File: src/rtl/sct_event_fifo.sv
// Capture stage for the control decoder: samples the vector on in_en, detects changed bits,
// and queues timestamped change events in a show-ahead FIFO drained over valid/ready.
module sct_event_fifo #(
  parameter int WIDTH = 15,
  parameter int DEPTH = 4,
  parameter int PTR_W = $clog2(DEPTH),
  parameter int TS_W  = 8
) (
  input  logic             clk,
  input  logic             rst,
  input  logic [WIDTH-1:0] in_vec,
  input  logic             in_en,
  input  logic             clr_ovf,
  output logic             out_valid,
  input  logic             out_ready,
  output logic [WIDTH-1:0] out_vec,
  output logic [WIDTH-1:0] out_mask,
  output logic [TS_W-1:0]  out_ts,
  output logic [PTR_W:0]   count,
  output logic             overflow
);

  localparam logic [PTR_W:0] FULL_COUNT = (PTR_W + 1)'(DEPTH);

  logic [TS_W-1:0]  ts_cnt;
  logic [WIDTH-1:0] prev_vec;
  logic             prime;

  logic [WIDTH-1:0] mem_vec  [DEPTH];
  logic [WIDTH-1:0] mem_mask [DEPTH];
  logic [TS_W-1:0]  mem_ts   [DEPTH];

  logic [PTR_W-1:0] wr_ptr;
  logic [PTR_W-1:0] rd_ptr;
  logic [PTR_W:0]   count_q;
  logic             ovf_q;

  logic [WIDTH-1:0] last_vec;
  logic [WIDTH-1:0] last_mask;
  logic [TS_W-1:0]  last_ts;

  logic [WIDTH-1:0] samp_mask;
  logic             evt;
  logic             empty;
  logic             full;
  logic             do_pop;
  logic             do_push;
  logic             drop;

  // The first sample after reset reports every bit as changed so the consumer gets a baseline.
  always_comb begin
    samp_mask = prime ? {WIDTH{1'b1}} : (in_vec ^ prev_vec);
    evt       = in_en && (samp_mask != '0);
    empty     = (count_q == '0);
    full      = (count_q == FULL_COUNT);
    do_pop    = !empty && out_ready;
    do_push   = evt && (!full || do_pop);
    drop      = evt && full && !do_pop;
  end

  always_ff @(posedge clk) begin
    if (rst) begin
      ts_cnt   <= '0;
      prev_vec <= '0;
      prime    <= 1'b1;
    end else begin
      ts_cnt <= ts_cnt + TS_W'(1);
      if (in_en) begin
        prev_vec <= in_vec;
        prime    <= 1'b0;
      end
    end
  end

  // Storage needs no reset: pointers and count decide what is live.
  always_ff @(posedge clk) begin
    if (!rst && do_push) begin
      mem_vec[wr_ptr]  <= in_vec;
      mem_mask[wr_ptr] <= samp_mask;
      mem_ts[wr_ptr]   <= ts_cnt;
    end
  end

  always_ff @(posedge clk) begin
    if (rst) begin
      wr_ptr    <= '0;
      rd_ptr    <= '0;
      count_q   <= '0;
      ovf_q     <= 1'b0;
      last_vec  <= '0;
      last_mask <= '0;
      last_ts   <= '0;
    end else begin
      if (do_push) begin
        wr_ptr <= wr_ptr + PTR_W'(1);
      end
      if (do_pop) begin
        rd_ptr    <= rd_ptr + PTR_W'(1);
        last_vec  <= mem_vec[rd_ptr];
        last_mask <= mem_mask[rd_ptr];
        last_ts   <= mem_ts[rd_ptr];
      end
      case ({do_push, do_pop})
        2'b10:   count_q <= count_q + (PTR_W + 1)'(1);
        2'b01:   count_q <= count_q - (PTR_W + 1)'(1);
        default: count_q <= count_q;
      endcase
      if (drop) begin
        ovf_q <= 1'b1;
      end else if (clr_ovf) begin
        ovf_q <= 1'b0;
      end
    end
  end

  // When empty, the outputs keep showing the most recently popped entry.
  assign out_valid = !empty;
  assign out_vec   = empty ? last_vec  : mem_vec[rd_ptr];
  assign out_mask  = empty ? last_mask : mem_mask[rd_ptr];
  assign out_ts    = empty ? last_ts   : mem_ts[rd_ptr];
  assign count     = count_q;
  assign overflow  = ovf_q;

endmodule

File: config.mk
export PLATFORM = sky130hd
export DESIGN_NAME = sct_event_fifo
export DESIGN_NICKNAME = d
export VERILOG_FILES = /design/src/rtl/sct_event_fifo.sv
export SDC_FILE = /design/constraint.sdc
export NUM_CORES = 1
export LEC_CHECK = 0
export CORE_ASPECT_RATIO = 0.9
export CORE_UTILIZATION = 41
export DETAILED_ROUTE_END_ITERATION = 16
export PLACE_DENSITY = 0.65
export SYNTH_ARGS = -nofsm -noshare
export SYNTH_HDL_FRONTEND = slang
export SYNTH_SLANG_ARGS = --single-unit
File: constraint.sdc
create_clock -name clk -period 4.7 [get_ports clk]
set_input_delay 0.705 -clock clk [delete_from_list [all_inputs] [get_ports clk]]
set_output_delay 0.705 -clock clk [all_outputs]
set_load 0.01 [all_outputs]
==> run summary, run 1 <==
Post-synth EDFFs -> 152
Post-CTS setup buffer count -> 0
Switching pwr -> 1.85 mW
Max clock buf depth -> 3
Multiplexer share of the synthesized area -> 0.168
Register bit total from synthesis -> 224
IO buf count -> 62
Largest net degree at the start of global routing -> 45
F_max -> 267 MHz
Synth Area in Compound Gates -> 0.0281
Final core occ -> 0.505
Worst hold slack -> 451 ps
Layout cells sized above 1 -> 0.197
Fin crit share -> 0.797
Crit path max fanout -> 20
PD cells -> 605 nW/µm²
Arr. time, crit path -> 3040 ps
Mapped Area -> 8860 µm²
Post-Synth Adder-Cell Area -> 0.00932
CTS Buf Count -> 24
Clk sinks -> 224
Num ports -> 63
Fill cells -> 1,758
Hold Crit Class -> flop to flop
Area Growth Syn to Fin -> 19.9%
Clk pwr share -> 0.282
Synth area leaders -> edfxtp_1, dfxtp_1, mux4_2
Unique cell type count in the Yosys netlist -> 35
Worst-Margin Slew -> 1080 ps
Internal power -> 4.58 mW
Setup crit start kind -> flop
Most used flip-flop cell after synthesis -> edfxtp_1
Final setup fails -> 0
Pre-CTS setup slack -> 983 ps
Clock latency on the worst-skew pair -> 500 ps
Die Span Y -> 141 µm
Footprint of the multi-input gates -> 2720 µm²
VDD IR-drop max -> 328 µV
Die area -> 22,200 µm²
Post-synthesis sequential area ratio -> 0.678
Syn nets -> 608
Commonest non-fill, non-tap cell in the layout -> edfxtp_1
Synth area leader -> edfxtp_1
Die span in x -> 157 µm
Global-route wire length before repair -> 29.4 mm
Vias in the first global route -> 5,220
Critical path type -> flop to output pin
Slew HR -> 0.279
Initial Util -> 0.422
Antenna viol nets, final -> 0
Switching portion of total power -> 0.288
Mapped Cells -> 582
Critical path capture point type -> output pin
CORE AREA -> 21,000 µm²
Residual DRC count -> 0
Ys async rst share -> 0
Antenna cells -> 0
Detail Placement HPWL -> 11.2 mm
Top cell type's share of synthesized area -> 0.515
CTS Hold Bufs -> 0
Clk_skew -> 6.43 ps
Overall Global Routing Usage -> 0.176
Main combinational cell family by area after synthesis -> multiplexers
Drt pass-1 iters -> 5
Yosys Warn Count -> 0
Combinational share of power -> 0.337
Total number of vias -> 4,947
Mapped Avg Cell Area -> 15.2 µm²
Total congestion overflow -> 0
MaxCap Viol Count -> 0
RSZ-0062 raised after global routing -> false
Area share of and/or/nand/nor cells after synthesis -> 0.0761
Post-cts resize count -> 0
Worst setup margin -> 953 ps
Crit path required time -> 3990 ps
Routability cong. -> 0.745
Final nets -> 677
Clock root cell -> clkbuf_16
Pins Over Slew Limit -> 0
DR iter-0 viols -> 372
Total power -> 6.43 mW
Status -> finished clean
Final wirelength -> 18.6 mm
Sequential Area -> 6010 µm²
Fin. Hold Viols -> 0
Most frequent cells in the layout -> edfxtp_1, nand2_1, dfxtp_1
P_leak -> 3.52 nW
CTS tree -> done
Synth Area in XOR/XNOR -> 0.0237
Rows -> 50
H-Tree Depth -> 1
Initial antenna violation count -> 0
Minimum clock period -> 3750 ps
Routed wire length per instance -> 19.4 µm
Seq pwr share -> 0.382
Avg Vias per Cell -> 5.18
CTS clk-pin slew, worst paths -> 60 ps
power by group through the flow:
stage | clock [mW] | sequential (mW) | combinational (mW)
after CTS | 1.85 | 2.46 | 2.20
after global placement | 0 | 2.49 | 2.16
after global routing | 1.93 | 2.48 | 2.34
after detailed placement | 0 | 2.50 | 2.18
final | 1.81 | 2.45 | 2.16
after floorplan | 0 | 2.41 | 1.33
final timing paths:
path | from | end | slack, ps | depth (start not counted)
worst max register to register | count[0]$_SDFFE_PP0P_ | rd_ptr[1]$_SDFFE_PP0P_ | 1730 | 6
worst min register to register | last_ts[2]$_SDFFE_PP0P_ | last_ts[2]$_SDFFE_PP0P_ | 450 | 2
worst min-delay path | last_ts[2]$_SDFFE_PP0P_ | last_ts[2]$_SDFFE_PP0P_ | 450 | 2
worst max-delay path | flop | out_mask[11] | 950 | 4
layer usage:
layer  up-vias  track usage  share of wire
met4         0       0.0423          0.019
met2       123        0.299           0.49
met5         -            0              0
li1       2290            -              -
met1      2508        0.241           0.45
met3        26       0.0238          0.042
cell type report:
class | count | area share
Sequential cell | 224 | 0.565
Multi-Input combinational cell | 319 | 0.256
Timing Repair Buffer | 76 | 0.0702
Clock buffer | 39 | 0.0677
Tap cell | 286 | 0.0337
Clock inverter | 5 | 0.00436
Inverter | 6 | 0.00212
cells in the mapped netlist (2+ instances only):
cell      instances
nand4_1           2
buf_1             8
inv_1             6
buf_2             6
nand3_1           4
mux2_2           39
nor3b_1           4
nand2b_1         13
clkbuf_1         19
ha_1              5
mux4_2           38
dfxtp_1          72
nand2_1          79
or2b_1            4
edfxtp_1        152
xor2_1            5
and3_1            2
nor2b_1           3
xnor2_1          19
a21oi_1          39
mux2i_1          18
nor2_1           31
or4_4             2
worst max-delay path, stage by stage, from the launching register on:
cell             delay, ps
dfxtp_2                860
buf_12                 300
mux4_2                 600
mux2_2                 300
clkdlybuf4s50_1        480
stage by stage:
step	area, µm²	std cells	setup TNS, ps
2_1_floorplan	8860	582	-11120
3_3_place_gp	9860	911	0
3_5_place_dp	9860	911	0
4_1_cts	10600	955	0
5_1_grt	10600	955	0
6_report	10600	955	0
kinds of logic (layout without fill, tap and decap cells):
logic type,Yosys count,in the layout
simple gates,149,149
xor+xnor,24,24
buf+inv,39,126
compound gates,44,44
flops,224,224
mux,96,96
fa+ha+maj,6,6
flip-flops by register name, summed over array words and instances (netlist names), 2 cells and up, named ones only:
register,count
count,3
last_mask,15
last_ts,8
last_vec,15
mem_mask,60
mem_ts,32
mem_vec,60
prev_vec,15
rd_ptr,2
ts_cnt,8
wr_ptr,2
(Power assumes the default switching activity.)
==> inputs of run 2 (changes only) <==
clock period = 3.1 ns   (was 4.7 ns; I/O delays follow)
==> run summary, run 2 (synthesis gave the netlist of run 1 again) <==
R2R depth -> 9 (was 6)
H-Tree Depth -> 1 (unchanged)
CTS clk-pin slew, worst paths -> 60 ps (about the same)
Die area -> 22,200 µm² (unchanged)
Hold_sp -> rst (was last_ts[2]$_SDFFE_PP0P_)
Arr. time, crit path -> 2540 ps (was 3040 ps)
CP cell instances -> buf_12, mux4_2, mux2_2, clkdlybuf4s50_1 (unchanged)
Residual DRC count -> 0 (unchanged)
Total congestion overflow -> 0 (unchanged)
Die span in x -> 157 µm (unchanged)
Worst hold slack -> 417 ps (was 451 ps)
Overall Global Routing Usage -> 0.177 (was 0.176)
Antenna cells -> 0 (unchanged)
Crit path required time -> 2630 ps (was 3990 ps)
Num ports -> 63 (unchanged)
CP max-delay cell -> mux4_2 (was dfxtp_2)
Clock root cell -> clkbuf_16 (unchanged)
Largest net degree at the start of global routing -> 39 (was 45)
Worst r2r dst -> count[2]$_SDFFE_PP0P_ (was rd_ptr[1]$_SDFFE_PP0P_)
CTS Buf Count -> 23 (was 24)
MaxCap Viol Count -> 0 (unchanged)
Biggest regs -> mem_mask: 60 flops, mem_vec: 60 flops, mem_ts: 32 flops (unchanged)
Total number of vias -> 4,954 (was 4,947)
RSZ-0062 raised after global routing -> false (unchanged)
Reg2reg setup slack -> 210 ps (was 1730 ps)
Drt pass-1 iters -> 4 (was 5)
Post-CTS setup buffer count -> 0 (unchanged)
Global-route wire length before repair -> 29.6 mm (was 29.4 mm)
Rows -> 50 (unchanged)
Worst r2r src -> prime$_SDFFE_PP1P_ (was count[0]$_SDFFE_PP0P_)
Total power -> 10.1 mW (was 6.43 mW)
Hold Crit Class -> input port to flop (was flop to flop)
IO buf count -> 62 (unchanged)
Setup crit start kind -> flop (unchanged)
Layout cells sized above 1 -> 0.234 (was 0.197)
F_max -> 333 MHz
Critical path capture point type -> output pin (unchanged)
Vias in the first global route -> 5,281 (was 5,220)
Max stage delay on crit path -> 630 ps (was 860 ps)
Routed wire length per instance -> 19.0 µm (was 19.4 µm)
Die Span Y -> 141 µm (unchanged)
Pins Over Slew Limit -> 0 (unchanged)
Most frequent cells in the layout -> edfxtp_1, nand2_1, dfxtp_1 (unchanged)
Post-cts resize count -> 0 (unchanged)
Worst-Margin Slew -> 722 ps (was 1080 ps)
CTS Hold Bufs -> 0 (unchanged)
Crit path max fanout -> 30 (was 20)
Detail Placement HPWL -> 11.9 mm (was 11.2 mm)
Final nets -> 697 (was 677)
P_leak -> 3.69 nW (was 3.52 nW)
Clk_skew -> 12.8 ps (was 6.43 ps)
Area Growth Syn to Fin -> 23.9% (was 19.9%)
Initial Util -> 0.422 (unchanged)
Avg Vias per Cell -> 5.09 (was 5.18)
Fin. Hold Viols -> 0 (unchanged)
Final wirelength -> 18.5 mm (was 18.6 mm)
Status -> finished clean (unchanged)
Commonest non-fill, non-tap cell in the layout -> edfxtp_1 (unchanged)
Routability cong. -> 0.741 (was 0.745)
Minimum clock period -> 3000 ps
Clk sinks -> 224 (unchanged)
Worst Setup EP -> out_mask[11] (unchanged)
Antenna viol nets, final -> 0 (unchanged)
Fin crit share -> 0.969
CTS tree -> done (unchanged)
Critical path type -> flop to output pin (unchanged)
VDD IR-drop max -> 476 µV (was 328 µV)
Clock latency on the worst-skew pair -> 510 ps (was 500 ps)
Slew HR -> 0.518 (was 0.279)
DR iter-0 viols -> 309 (was 372)
Final setup fails -> 0 (unchanged)
Initial antenna violation count -> 0 (unchanged)
PD cells -> 919 nW/µm² (was 605 nW/µm²)
Max clock buf depth -> 3 (unchanged)
CORE AREA -> 21,000 µm² (unchanged)
run 2: per-stage QoR:
step	setup TNS [ps]	instances	util	instance area, µm²	setup slack (ps)
after global placement	-215	932	0.483	10200	-215
after global routing	0	974	0.523	11000	2.37
final	0	974	0.523	11000	96.4
after CTS	0	974	0.523	11000	56.8
after floorplan	-20990	582	-	8880	-146
after detailed placement	-455	932	0.483	10200	-310
run 2: area by class of cell:
type | count | area (µm²)
Clock buffer | 28 | 624
Clock inverter | 14 | 206
Fill cell | 1760 | 10000
Inverter | 6 | 22.5
Multi-Input combinational cell | 319 | 2750
Sequential cell | 224 | 6010
Tap cell | 286 | 358
Timing Repair Buffer | 97 | 1020
run 2: layer usage:
layer | part of all wire | track usage | vias to the layer above
met3 | 0.057 | 0.0254 | 21
met4 | 0.013 | 0.0464 | 0
met2 | 0.49 | 0.298 | 110
met5 | 0 | 0 | -
met1 | 0.44 | 0.242 | 2505
li1 | - | - | 2318
run 2: report_power, final:
group          switching, mW  leakage (nW)  total [mW]  internal, mW
clock network           1.12         0.396        2.97          1.85
logic                   1.59          1.34        3.47          1.88
registers              0.163          1.95        3.64          3.48
total                   2.88          3.69        10.1          7.22
run 2: worst min path at each step:
stage	to	depth (start not counted)	slack [ps]
after floorplan	last_mask[0]$_SDFFE_PP0P_	2	430
after global placement	last_mask[9]$_SDFFE_PP0P_	2	440
after detailed placement	last_mask[3]$_SDFFE_PP0P_	2	440
after CTS	prev_vec[0]$_SDFFE_PP0P_	2	410
after global routing	prev_vec[1]$_SDFFE_PP0P_	2	430
final	prev_vec[0]$_SDFFE_PP0P_	2	420
run 2: worst max-delay path: cells and delay by family, from the launching register on:
kind / cells / cell delay [ps]
DFF: 1 / 360
buffers and inverters: 2 / 730
muxes: 2 / 920
